--- src/rtl/scarv_cop_mp_issue_pkg.sv ---
// Shared definitions for the multi-precision issue stage: FSM encoding,
// MP subclass codes shared with the MALU, and the register-pair decode.
package scarv_cop_mp_issue_pkg;

  typedef enum logic [1:0] {
    ST_IDLE = 2'd0,
    ST_OPRD = 2'd1,
    ST_EXEC = 2'd2,
    ST_RESP = 2'd3
  } issue_state_e;

  localparam logic [3:0] SC_EQU  = 4'd0;
  localparam logic [3:0] SC_LTU  = 4'd1;
  localparam logic [3:0] SC_GTU  = 4'd2;
  localparam logic [3:0] SC_ADD3 = 4'd3;
  localparam logic [3:0] SC_ADD2 = 4'd4;
  localparam logic [3:0] SC_SUB3 = 4'd5;
  localparam logic [3:0] SC_SUB2 = 4'd6;
  localparam logic [3:0] SC_SLLI = 4'd7;
  localparam logic [3:0] SC_SLL  = 4'd8;
  localparam logic [3:0] SC_SRLI = 4'd9;
  localparam logic [3:0] SC_SRL  = 4'd10;
  localparam logic [3:0] SC_ACC2 = 4'd11;
  localparam logic [3:0] SC_ACC1 = 4'd12;
  localparam logic [3:0] SC_MAC  = 4'd13;

  // Decode fields handed to the MALU unchanged for the whole operation.
  typedef struct packed {
    logic [2:0]  cls;
    logic [3:0]  subclass;
    logic [31:0] imm;
    logic [31:0] gpr_rs1;
  } decode_t;

  // Comparisons produce a single word; every other MP op writes an even/odd pair.
  function automatic logic is_pair_op(input logic [3:0] subclass);
    return !(subclass inside {SC_EQU, SC_LTU, SC_GTU});
  endfunction

endpackage

--- src/rtl/scarv_cop_mp_issue_if.sv ---
// CPU-side instruction offer and completion response of the MP issue stage.
interface scarv_cop_mp_issue_if #(
  parameter int unsigned CPR_AW = 4
) ();

  logic              insn_valid;
  logic              insn_ack;
  logic [2:0]        id_class;
  logic [3:0]        id_subclass;
  logic [31:0]       id_imm;
  logic [CPR_AW-1:0] id_crd;
  logic [CPR_AW-1:0] id_crs1;
  logic [CPR_AW-1:0] id_crs2;
  logic [CPR_AW-1:0] id_crs3;
  logic [31:0]       gpr_rs1_in;
  logic              rsp_valid;
  logic              rsp_error;
  logic              rsp_ack;

  modport master (
    output insn_valid, id_class, id_subclass, id_imm, id_crd,
           id_crs1, id_crs2, id_crs3, gpr_rs1_in, rsp_ack,
    input  insn_ack, rsp_valid, rsp_error
  );

  modport slave (
    input  insn_valid, id_class, id_subclass, id_imm, id_crd,
           id_crs1, id_crs2, id_crs3, gpr_rs1_in, rsp_ack,
    output insn_ack, rsp_valid, rsp_error
  );

endinterface

--- src/rtl/scarv_cop_mp_wdog.sv ---
// Loadable saturating cycle counter; flags expiry on the last allowed cycle.
module scarv_cop_mp_wdog #(
  parameter int unsigned WDOG_MAX = 7
) (
  input  logic       g_clk,
  input  logic       g_resetn,
  input  logic       load_i,
  input  logic [7:0] load_val_i,
  input  logic       en_i,
  output logic       expired_o
);

  logic [7:0] count_q;

  // NOTE: sequential state uses non-blocking assignments so every register
  // samples its inputs from before the edge, independent of block order.
  always_ff @(posedge g_clk or negedge g_resetn) begin
    if (!g_resetn) begin
      count_q <= '0;
    end else if (load_i) begin
      count_q <= load_val_i;
    end else if (en_i && (count_q != 8'hFF)) begin
      count_q <= count_q + 8'd1;
    end
  end

  assign expired_o = (count_q == 8'(WDOG_MAX - 1));

endmodule

--- src/rtl/scarv_cop_mp_issue.sv ---
// MP issue stage: accepts one instruction, fetches CPR operands, holds the
// MALU busy until done or watchdog abort, and steers writebacks to CPRs.
module scarv_cop_mp_issue
  import scarv_cop_mp_issue_pkg::*;
#(
  parameter int unsigned CPR_AW   = 4,
  parameter int unsigned WDOG_MAX = 7
) (
  input  logic              g_clk,
  input  logic              g_resetn,
  scarv_cop_mp_issue_if.slave cpu,
  output logic [CPR_AW-1:0] cpr_raddr1,
  output logic [CPR_AW-1:0] cpr_raddr2,
  output logic [CPR_AW-1:0] cpr_raddr3,
  input  logic [31:0]       cpr_rdata1,
  input  logic [31:0]       cpr_rdata2,
  input  logic [31:0]       cpr_rdata3,
  output logic              malu_ivalid,
  input  logic              malu_idone,
  output logic [31:0]       malu_rs1,
  output logic [31:0]       malu_rs2,
  output logic [31:0]       malu_rs3,
  output logic [31:0]       malu_gpr_rs1,
  output logic [31:0]       malu_imm,
  output logic [2:0]        malu_class,
  output logic [3:0]        malu_subclass,
  input  logic [3:0]        malu_ben,
  input  logic [31:0]       malu_wdata,
  output logic [3:0]        cpr_wen,
  output logic [CPR_AW-1:0] cpr_waddr,
  output logic [31:0]       cpr_wdata
);

  issue_state_e      state_q, state_d;
  decode_t           dec_q;
  logic [CPR_AW-1:0] crd_q, crs1_q, crs2_q, crs3_q;
  logic [31:0]       rs1_q, rs2_q, rs3_q;
  logic              wb_idx_q;
  logic              rsp_error_q, rsp_error_d;

  logic accept, capture, retire, abort;
  logic wdog_en, wdog_expired;
  logic wb_active, wb_write;

  scarv_cop_mp_wdog #(.WDOG_MAX(WDOG_MAX)) u_wdog (
    .g_clk      (g_clk),
    .g_resetn   (g_resetn),
    .load_i     (retire),
    .load_val_i (8'd0),
    .en_i       (wdog_en),
    .expired_o  (wdog_expired)
  );

  always_ff @(posedge g_clk or negedge g_resetn) begin
    if (!g_resetn) state_q <= ST_IDLE;
    else           state_q <= state_d;
  end

  // NOTE: every signal written here gets a default first; a path that left
  // one unassigned would infer a latch.
  always_comb begin
    state_d          = state_q;
    rsp_error_d      = rsp_error_q;
    accept           = 1'b0;
    capture          = 1'b0;
    retire           = 1'b0;
    abort            = 1'b0;
    wdog_en          = 1'b0;
    malu_ivalid      = 1'b0;
    cpu.insn_ack     = 1'b0;
    cpu.rsp_valid    = 1'b0;
    unique case (state_q)
      ST_IDLE: begin
        cpu.insn_ack = cpu.insn_valid;
        if (cpu.insn_valid) begin
          accept  = 1'b1;
          state_d = ST_OPRD;
        end
      end
      ST_OPRD: begin
        capture = 1'b1;
        state_d = ST_EXEC;
      end
      ST_EXEC: begin
        malu_ivalid = 1'b1;
        wdog_en     = 1'b1;
        // A genuine completion wins over expiry in the same cycle.
        if (malu_idone) begin
          rsp_error_d = 1'b0;
          state_d     = ST_RESP;
        end else if (wdog_expired) begin
          abort       = 1'b1;
          rsp_error_d = 1'b1;
          state_d     = ST_RESP;
        end
      end
      ST_RESP: begin
        cpu.rsp_valid = 1'b1;
        if (cpu.rsp_ack) begin
          retire  = 1'b1;
          state_d = ST_IDLE;
        end
      end
      default: state_d = ST_IDLE;
    endcase
  end

  always_ff @(posedge g_clk or negedge g_resetn) begin
    if (!g_resetn) begin
      dec_q       <= '0;
      crd_q       <= '0;
      crs1_q      <= '0;
      crs2_q      <= '0;
      crs3_q      <= '0;
      rs1_q       <= '0;
      rs2_q       <= '0;
      rs3_q       <= '0;
      wb_idx_q    <= 1'b0;
      rsp_error_q <= 1'b0;
    end else begin
      rsp_error_q <= rsp_error_d;
      if (accept) begin
        dec_q  <= '{cls:      cpu.id_class,
                    subclass: cpu.id_subclass,
                    imm:      cpu.id_imm,
                    gpr_rs1:  cpu.gpr_rs1_in};
        crd_q  <= cpu.id_crd;
        crs1_q <= cpu.id_crs1;
        crs2_q <= cpu.id_crs2;
        crs3_q <= cpu.id_crs3;
      end
      // Operands are sampled once; later writes to the same CPR do not alias in.
      if (capture) begin
        rs1_q <= cpr_rdata1;
        rs2_q <= cpr_rdata2;
        rs3_q <= cpr_rdata3;
      end
      // Pair index moves to the odd register after the first write and stays there.
      if (retire)        wb_idx_q <= 1'b0;
      else if (wb_write) wb_idx_q <= 1'b1;
    end
  end

  assign wb_active = (state_q == ST_EXEC) && !abort;
  assign wb_write  = wb_active && (malu_ben != 4'd0);

  assign cpr_wen   = wb_active ? malu_ben   : 4'd0;
  assign cpr_wdata = wb_active ? malu_wdata : 32'd0;
  assign cpr_waddr = is_pair_op(dec_q.subclass) ? {crd_q[CPR_AW-1:1], wb_idx_q} : crd_q;

  assign cpr_raddr1 = crs1_q;
  assign cpr_raddr2 = crs2_q;
  assign cpr_raddr3 = crs3_q;

  assign malu_rs1      = rs1_q;
  assign malu_rs2      = rs2_q;
  assign malu_rs3      = rs3_q;
  assign malu_gpr_rs1  = dec_q.gpr_rs1;
  assign malu_imm      = dec_q.imm;
  assign malu_class    = dec_q.cls;
  assign malu_subclass = dec_q.subclass;

  assign cpu.rsp_error = rsp_error_q;

endmodule

--- src/flat_wrapper.sv ---
// flat-port wrapper written by rule: the top's interface ports become plain ports
module scarv_cop_mp_issue_flat import scarv_cop_mp_issue_pkg::*;
#(
  parameter int unsigned CPR_AW   = 4,
  parameter int unsigned WDOG_MAX = 7
)
  (g_clk, g_resetn, cpr_raddr1, cpr_raddr2, cpr_raddr3, cpr_rdata1, cpr_rdata2, cpr_rdata3, malu_ivalid, malu_idone, malu_rs1, malu_rs2, malu_rs3, malu_gpr_rs1, malu_imm, malu_class, malu_subclass, malu_ben, malu_wdata, cpr_wen, cpr_waddr, cpr_wdata, cpu_insn_valid, cpu_id_class, cpu_id_subclass, cpu_id_imm, cpu_id_crd, cpu_id_crs1, cpu_id_crs2, cpu_id_crs3, cpu_gpr_rs1_in, cpu_rsp_ack, cpu_insn_ack, cpu_rsp_valid, cpu_rsp_error);
  scarv_cop_mp_issue_if #(.CPR_AW(CPR_AW)) cpu_i ();
  input  logic g_clk;
  input  logic g_resetn;
  output logic [CPR_AW-1:0] cpr_raddr1;
  output logic [CPR_AW-1:0] cpr_raddr2;
  output logic [CPR_AW-1:0] cpr_raddr3;
  input  logic [31:0] cpr_rdata1;
  input  logic [31:0] cpr_rdata2;
  input  logic [31:0] cpr_rdata3;
  output logic malu_ivalid;
  input  logic malu_idone;
  output logic [31:0] malu_rs1;
  output logic [31:0] malu_rs2;
  output logic [31:0] malu_rs3;
  output logic [31:0] malu_gpr_rs1;
  output logic [31:0] malu_imm;
  output logic [2:0] malu_class;
  output logic [3:0] malu_subclass;
  input  logic [3:0] malu_ben;
  input  logic [31:0] malu_wdata;
  output logic [3:0] cpr_wen;
  output logic [CPR_AW-1:0] cpr_waddr;
  output logic [31:0] cpr_wdata;
  input wire logic [$bits(cpu_i.insn_valid)-1:0] cpu_insn_valid;
  input wire logic [$bits(cpu_i.id_class)-1:0] cpu_id_class;
  input wire logic [$bits(cpu_i.id_subclass)-1:0] cpu_id_subclass;
  input wire logic [$bits(cpu_i.id_imm)-1:0] cpu_id_imm;
  input wire logic [$bits(cpu_i.id_crd)-1:0] cpu_id_crd;
  input wire logic [$bits(cpu_i.id_crs1)-1:0] cpu_id_crs1;
  input wire logic [$bits(cpu_i.id_crs2)-1:0] cpu_id_crs2;
  input wire logic [$bits(cpu_i.id_crs3)-1:0] cpu_id_crs3;
  input wire logic [$bits(cpu_i.gpr_rs1_in)-1:0] cpu_gpr_rs1_in;
  input wire logic [$bits(cpu_i.rsp_ack)-1:0] cpu_rsp_ack;
  output wire logic [$bits(cpu_i.insn_ack)-1:0] cpu_insn_ack;
  output wire logic [$bits(cpu_i.rsp_valid)-1:0] cpu_rsp_valid;
  output wire logic [$bits(cpu_i.rsp_error)-1:0] cpu_rsp_error;
  assign cpu_i.insn_valid = cpu_insn_valid;
  assign cpu_i.id_class = cpu_id_class;
  assign cpu_i.id_subclass = cpu_id_subclass;
  assign cpu_i.id_imm = cpu_id_imm;
  assign cpu_i.id_crd = cpu_id_crd;
  assign cpu_i.id_crs1 = cpu_id_crs1;
  assign cpu_i.id_crs2 = cpu_id_crs2;
  assign cpu_i.id_crs3 = cpu_id_crs3;
  assign cpu_i.gpr_rs1_in = cpu_gpr_rs1_in;
  assign cpu_i.rsp_ack = cpu_rsp_ack;
  assign cpu_insn_ack = cpu_i.insn_ack;
  assign cpu_rsp_valid = cpu_i.rsp_valid;
  assign cpu_rsp_error = cpu_i.rsp_error;
  scarv_cop_mp_issue #(.CPR_AW(CPR_AW), .WDOG_MAX(WDOG_MAX)) u_core (.g_clk(g_clk), .g_resetn(g_resetn), .cpu(cpu_i), .cpr_raddr1(cpr_raddr1), .cpr_raddr2(cpr_raddr2), .cpr_raddr3(cpr_raddr3), .cpr_rdata1(cpr_rdata1), .cpr_rdata2(cpr_rdata2), .cpr_rdata3(cpr_rdata3), .malu_ivalid(malu_ivalid), .malu_idone(malu_idone), .malu_rs1(malu_rs1), .malu_rs2(malu_rs2), .malu_rs3(malu_rs3), .malu_gpr_rs1(malu_gpr_rs1), .malu_imm(malu_imm), .malu_class(malu_class), .malu_subclass(malu_subclass), .malu_ben(malu_ben), .malu_wdata(malu_wdata), .cpr_wen(cpr_wen), .cpr_waddr(cpr_waddr), .cpr_wdata(cpr_wdata));
endmodule
--- config.mk ---
export PLATFORM = sky130hd
export DESIGN_NAME = scarv_cop_mp_issue_flat
export DESIGN_NICKNAME = d
export VERILOG_FILES = /design/src/rtl/scarv_cop_mp_issue_pkg.sv /design/src/rtl/scarv_cop_mp_issue_if.sv /design/src/rtl/scarv_cop_mp_wdog.sv /design/src/rtl/scarv_cop_mp_issue.sv /design/src/flat_wrapper.sv
export SDC_FILE = /design/constraint.sdc
export NUM_CORES = 1
export LEC_CHECK = 0
export CAP_MARGIN = 20
export CORE_AREA = 5 5 172 174
export DETAILED_ROUTE_END_ITERATION = 6
export DIE_AREA = 0 0 177 179
export GPL_TIMING_DRIVEN = 0
export PLACE_DENSITY = 0.63
export SLEW_MARGIN = 40
export SYNTH_ARGS = -nofsm -noshare
export SYNTH_HDL_FRONTEND = slang
export SYNTH_HIERARCHICAL = 1
export SYNTH_SLANG_ARGS = --single-unit
--- constraint.sdc ---
create_clock -name g_clk -period 5.2 [get_ports g_clk]
set_clock_uncertainty 0.15 [all_clocks]
set_input_delay 1.04 -clock g_clk [delete_from_list [all_inputs] [get_ports g_clk]]
set_output_delay 1.04 -clock g_clk [all_outputs]
set_load 0.03 [all_outputs]
==> flow_metrics.py <==
metrics = {
    "cts": {
        "clkTransAtPathRegs_ns": 0.07,
        "ctsRootBufferMaster": "sky130_fd_sc_hd__clkbuf_16",
        "cts.repair.resized": 0,
        "cts-buffers-inserted": 17,
        "cts.sink_count": 195,
        "clk_path_buf_depth": 2,
        "clock_latency_at_the_later_pin_of_the_worst_skew_pair_ns": 0.42,
        "cts_max_level": 4,
        "cts_tree": "yes",
        "cts.repair_timing.setup_buffer_count": 0,
        "ctsHoldBuffers": 0,
    },
    "synthesis": {
        "synth.yosys.seq_area_share": 0.608,
        "postSynthAreaPerCell_um2": 15.3,
        "syn_area_um2": 8030,
        "synth-warning-count": 6,
        "synth-seq-cells": 195,
        "synth_cells": 525,
        "postSynth.asyncResetShare": 1.00,
        "postSynth.topFlopCell": "sky130_fd_sc_hd__dfrtp_1",
        "number_of_distinct_library_cell_variants_in_the_gate_level_netlist_after_synthesis": 44,
        "yosys.area.top_type_share": 0.608,
        "synth-edff-count": 0,
        "synth_area_leaders": "sky130_fd_sc_hd__dfrtp_1 (61%), sky130_fd_sc_hd__mux2_2 (23%), sky130_fd_sc_hd__mux2_4 (3.6%), sky130_fd_sc_hd__and3_1 (3.0%), sky130_fd_sc_hd__ha_1 (1.1%)",
        "synth_top_area_cell": "sky130_fd_sc_hd__dfrtp_1",
    },
    "critical_path": {
        "timing.critical_path.max_delay_family": "buffers and inverters",
        "worstSetupPathType": "in2out",
        "crit_path_max_incr_delay_ns": 0.69,
        "cp-end-kind": "output pin",
        "maximum_fanout_along_the_worst_path": 10,
        "cell_chain_critical_path": "clkdlybuf4s50_1, nand2b_1, clkbuf_1, clkbuf_1, and3_1, clkdlybuf4s50_1",
        "crit_buf_inv": 4,
        "critPathArrivalTime_ns": 3.20,
        "cp_data_required_time_ns": 4.01,
        "worst_setup_path_start_kind": "input pin",
        "cpMaxStageDelayCell": "sky130_fd_sc_hd__clkdlybuf4s50_1",
    },
    "sta": {
        "rsz0062_at_grt": "false",
        "finalWorstSetupSlack_ns": 0.806,
        "final_min_period_over_clock_period": 0.845,
        "highest_achievable_clock_rate_mhz": 228,
        "timing.final.hold_violations": 0,
        "setup_viol": 0,
        "slew_viol_final": 0,
        "period_needed_ns": 4.39,
        "tightestPinTransition_ns": 0.638,
        "final_setup_tns_ns": 0,
        "relSlewSlack": 0.571,
    },
    "route": {
        "avgRoutedWirePerCell_um": 19.1,
        "route.vias.total": 6068,
        "drt_iter0_markers": 208,
        "drc": 0,
        "ant_nets": 0,
        "via_density": 4.37,
        "detailedRoute.firstPassIterationCount": 4,
        "wirelength_mm": 26.5,
    },
    "power_and_ir_drop": {
        "power.share.clock": 0.136,
        "comb_power_share": 0.577,
        "power.switching_fraction": 0.416,
        "ir_worst_vdd_uv": 254,
        "powerDensity_nw_per_um2": 695,
        "cellLeakagePower_nw": 5.68,
        "power_frac_seq": 0.287,
        "design_power_total_mw": 9.47,
        "intPower_mw": 5.53,
        "power_switching_mw": 3.94,
    },
    "floorplanning": {
        "overall_die_area_um2": 31700,
        "boundary_pin_count": 447,
        "die_x_um": 177,
        "core-area_um2": 27600,
        "floorplan.initialDensity": 0.291,
        "rows": 61,
        "die_height_um": 179,
    },
    "layout": {
        "most-common-layout-cells": "sky130_fd_sc_hd__clkdlybuf4s50_1 (445), sky130_fd_sc_hd__dfrtp_1 (195), sky130_fd_sc_hd__mux2_2 (166), sky130_fd_sc_hd__and3_1 (38), sky130_fd_sc_hd__mux2_4 (19)",
        "syn2layout_area_growth_pct": 69.6,
        "share_of_cells_above_drive_strength_1": 0.249,
        "fillCellCount": 2497,
        "commonest_non_fill_non_tap_cell_in_the_layout": "sky130_fd_sc_hd__clkdlybuf4s50_1",
        "layout.nets": 1230,
        "num_antenna_cells": 0,
        "postLayoutCoreUtil": 0.493,
    },
    "global_route": {
        "pin_count_of_the_biggest_net_entering_global_routing": 69,
        "grt_pass1_wl_mm": 38.9,
        "grt_pass1_vias": 6464,
        "globalRouteTotalUtil": 0.161,
        "globalRoute.totalOverflow": 0,
        "initial_antenna_violation_count": 1,
    },
    "job": {
        "maxCapViolCount": 0,
    },
    "run_status": {
        "status": "finished clean",
    },
    "place": {
        "dp_slack_ns": 0.794,
        "hpwlAfterDp_mm": 21.0,
        "count_of_buffers_from_port_buffering": 446,
        "globalplace.congestion": 0.790,
    },
    "min_path": {
        "timing.hold.worst.class": "reg2reg",
    },
}
-- kinds of logic (layout without fill, tap and decap cells) --
family	Yosys count	after routing	share of synthesized area
compound gates	24	24	0.0259
fa+ha+maj	7	7	0.0109
buf+inv	41	520	0.0309
flops	195	195	0.608
mux	185	185	0.268
other cells	1	8	0.000467
simple gates	72	72	0.0556
-- power groups by stage --
stage                     logic (mW)  clock network [mW]  registers, mW
after floorplan                 1.75                   0           4.15
after global placement          5.50                   0           2.74
after detailed placement        5.53                   0           2.76
after CTS                       5.55                1.34           2.73
after global routing            5.74                1.39           2.84
final                           5.46                1.29           2.72
-- metal layers --
| layer | GRT usage | share of wire | up-vias |
|---|---|---|---|
| met5 | 0 | 0.00049 | - |
| met4 | 0.0525 | 0.022 | 2 |
| met1 | 0.176 | 0.37 | 2948 |
| met3 | 0.0544 | 0.090 | 31 |
| met2 | 0.293 | 0.52 | 272 |
| li1 | - | - | 2815 |
-- through the flow --
step           std cells  hold WS (ns)  cell area (um2)
3_5_place_dp        1358         0.343            13100
5_1_grt             1389         0.366            13600
2_1_floorplan        532         0.309             8050
6_report            1389         0.357            13600
3_3_place_gp        1356         0.339            13000
4_1_cts             1389         0.361            13600
-- synth_stat cells (2+ instances only) --
library cell	n
sky130_fd_sc_hd__a211oi_1	2
sky130_fd_sc_hd__a31oi_1	3
sky130_fd_sc_hd__and4_1	2
sky130_fd_sc_hd__nand4_1	2
sky130_fd_sc_hd__buf_6	2
sky130_fd_sc_hd__clkbuf_1	8
sky130_fd_sc_hd__mux2_4	19
sky130_fd_sc_hd__buf_12	2
sky130_fd_sc_hd__a21oi_1	2
sky130_fd_sc_hd__o311ai_2	2
sky130_fd_sc_hd__a221o_1	2
sky130_fd_sc_hd__buf_4	7
sky130_fd_sc_hd__ha_1	7
sky130_fd_sc_hd__nor2b_1	4
sky130_fd_sc_hd__o211ai_1	5
sky130_fd_sc_hd__nor2_1	5
sky130_fd_sc_hd__dfrtp_1	195
sky130_fd_sc_hd__buf_2	16
sky130_fd_sc_hd__nand2b_1	3
sky130_fd_sc_hd__nand2_1	6
sky130_fd_sc_hd__and3_1	38
sky130_fd_sc_hd__mux2_2	166
sky130_fd_sc_hd__inv_1	6
-- registers in the layout, summed over array words and instances (netlist names), 2 cells and up --
name / count
u_core/cpr_raddr1: 4
u_core/cpr_raddr2: 4
u_core/cpr_raddr3: 4
u_core/crd_q: 4
u_core/malu_class: 3
u_core/malu_gpr_rs1: 32
u_core/malu_imm: 32
u_core/malu_rs1: 32
u_core/malu_rs2: 32
u_core/malu_rs3: 32
u_core/malu_subclass: 4
u_core/state_q: 2
u_core/u_wdog/count_q: 8
-- cell type report --
cell class                 instances  area, um2  share of cell area
buffer                            35        225              0.0165
clock buffer                      18        439              0.0323
clock inverter                    13        123             0.00901
inverter                           6       22.5             0.00165
multi-input combinational        296       2930               0.215
sequential                       195       4880               0.358
tap                              378        473              0.0347
timing repair buffer             448       4520               0.332
-- worst paths after layout --
path	cells after the start	endpoint	slack [ns]	startpoint
worst max-delay path	6	cpr_wdata[29]	0.81	malu_idone
worst min-delay path	1	u_core/malu_rs2[15]	0.36	u_core/malu_rs2[15]
worst max register to register	9	u_core/wb_idx_q	2.88	u_core/u_wdog/count_q[0]
worst min register to register	1	u_core/malu_rs2[15]	0.36	u_core/malu_rs2[15]
max in group asynchronous	2	u_core/malu_rs3[24]	3.75	g_resetn
min in group asynchronous	1	u_core/malu_gpr_rs1[21]	0.38	g_resetn
Power figures use the tool's default switching activity.
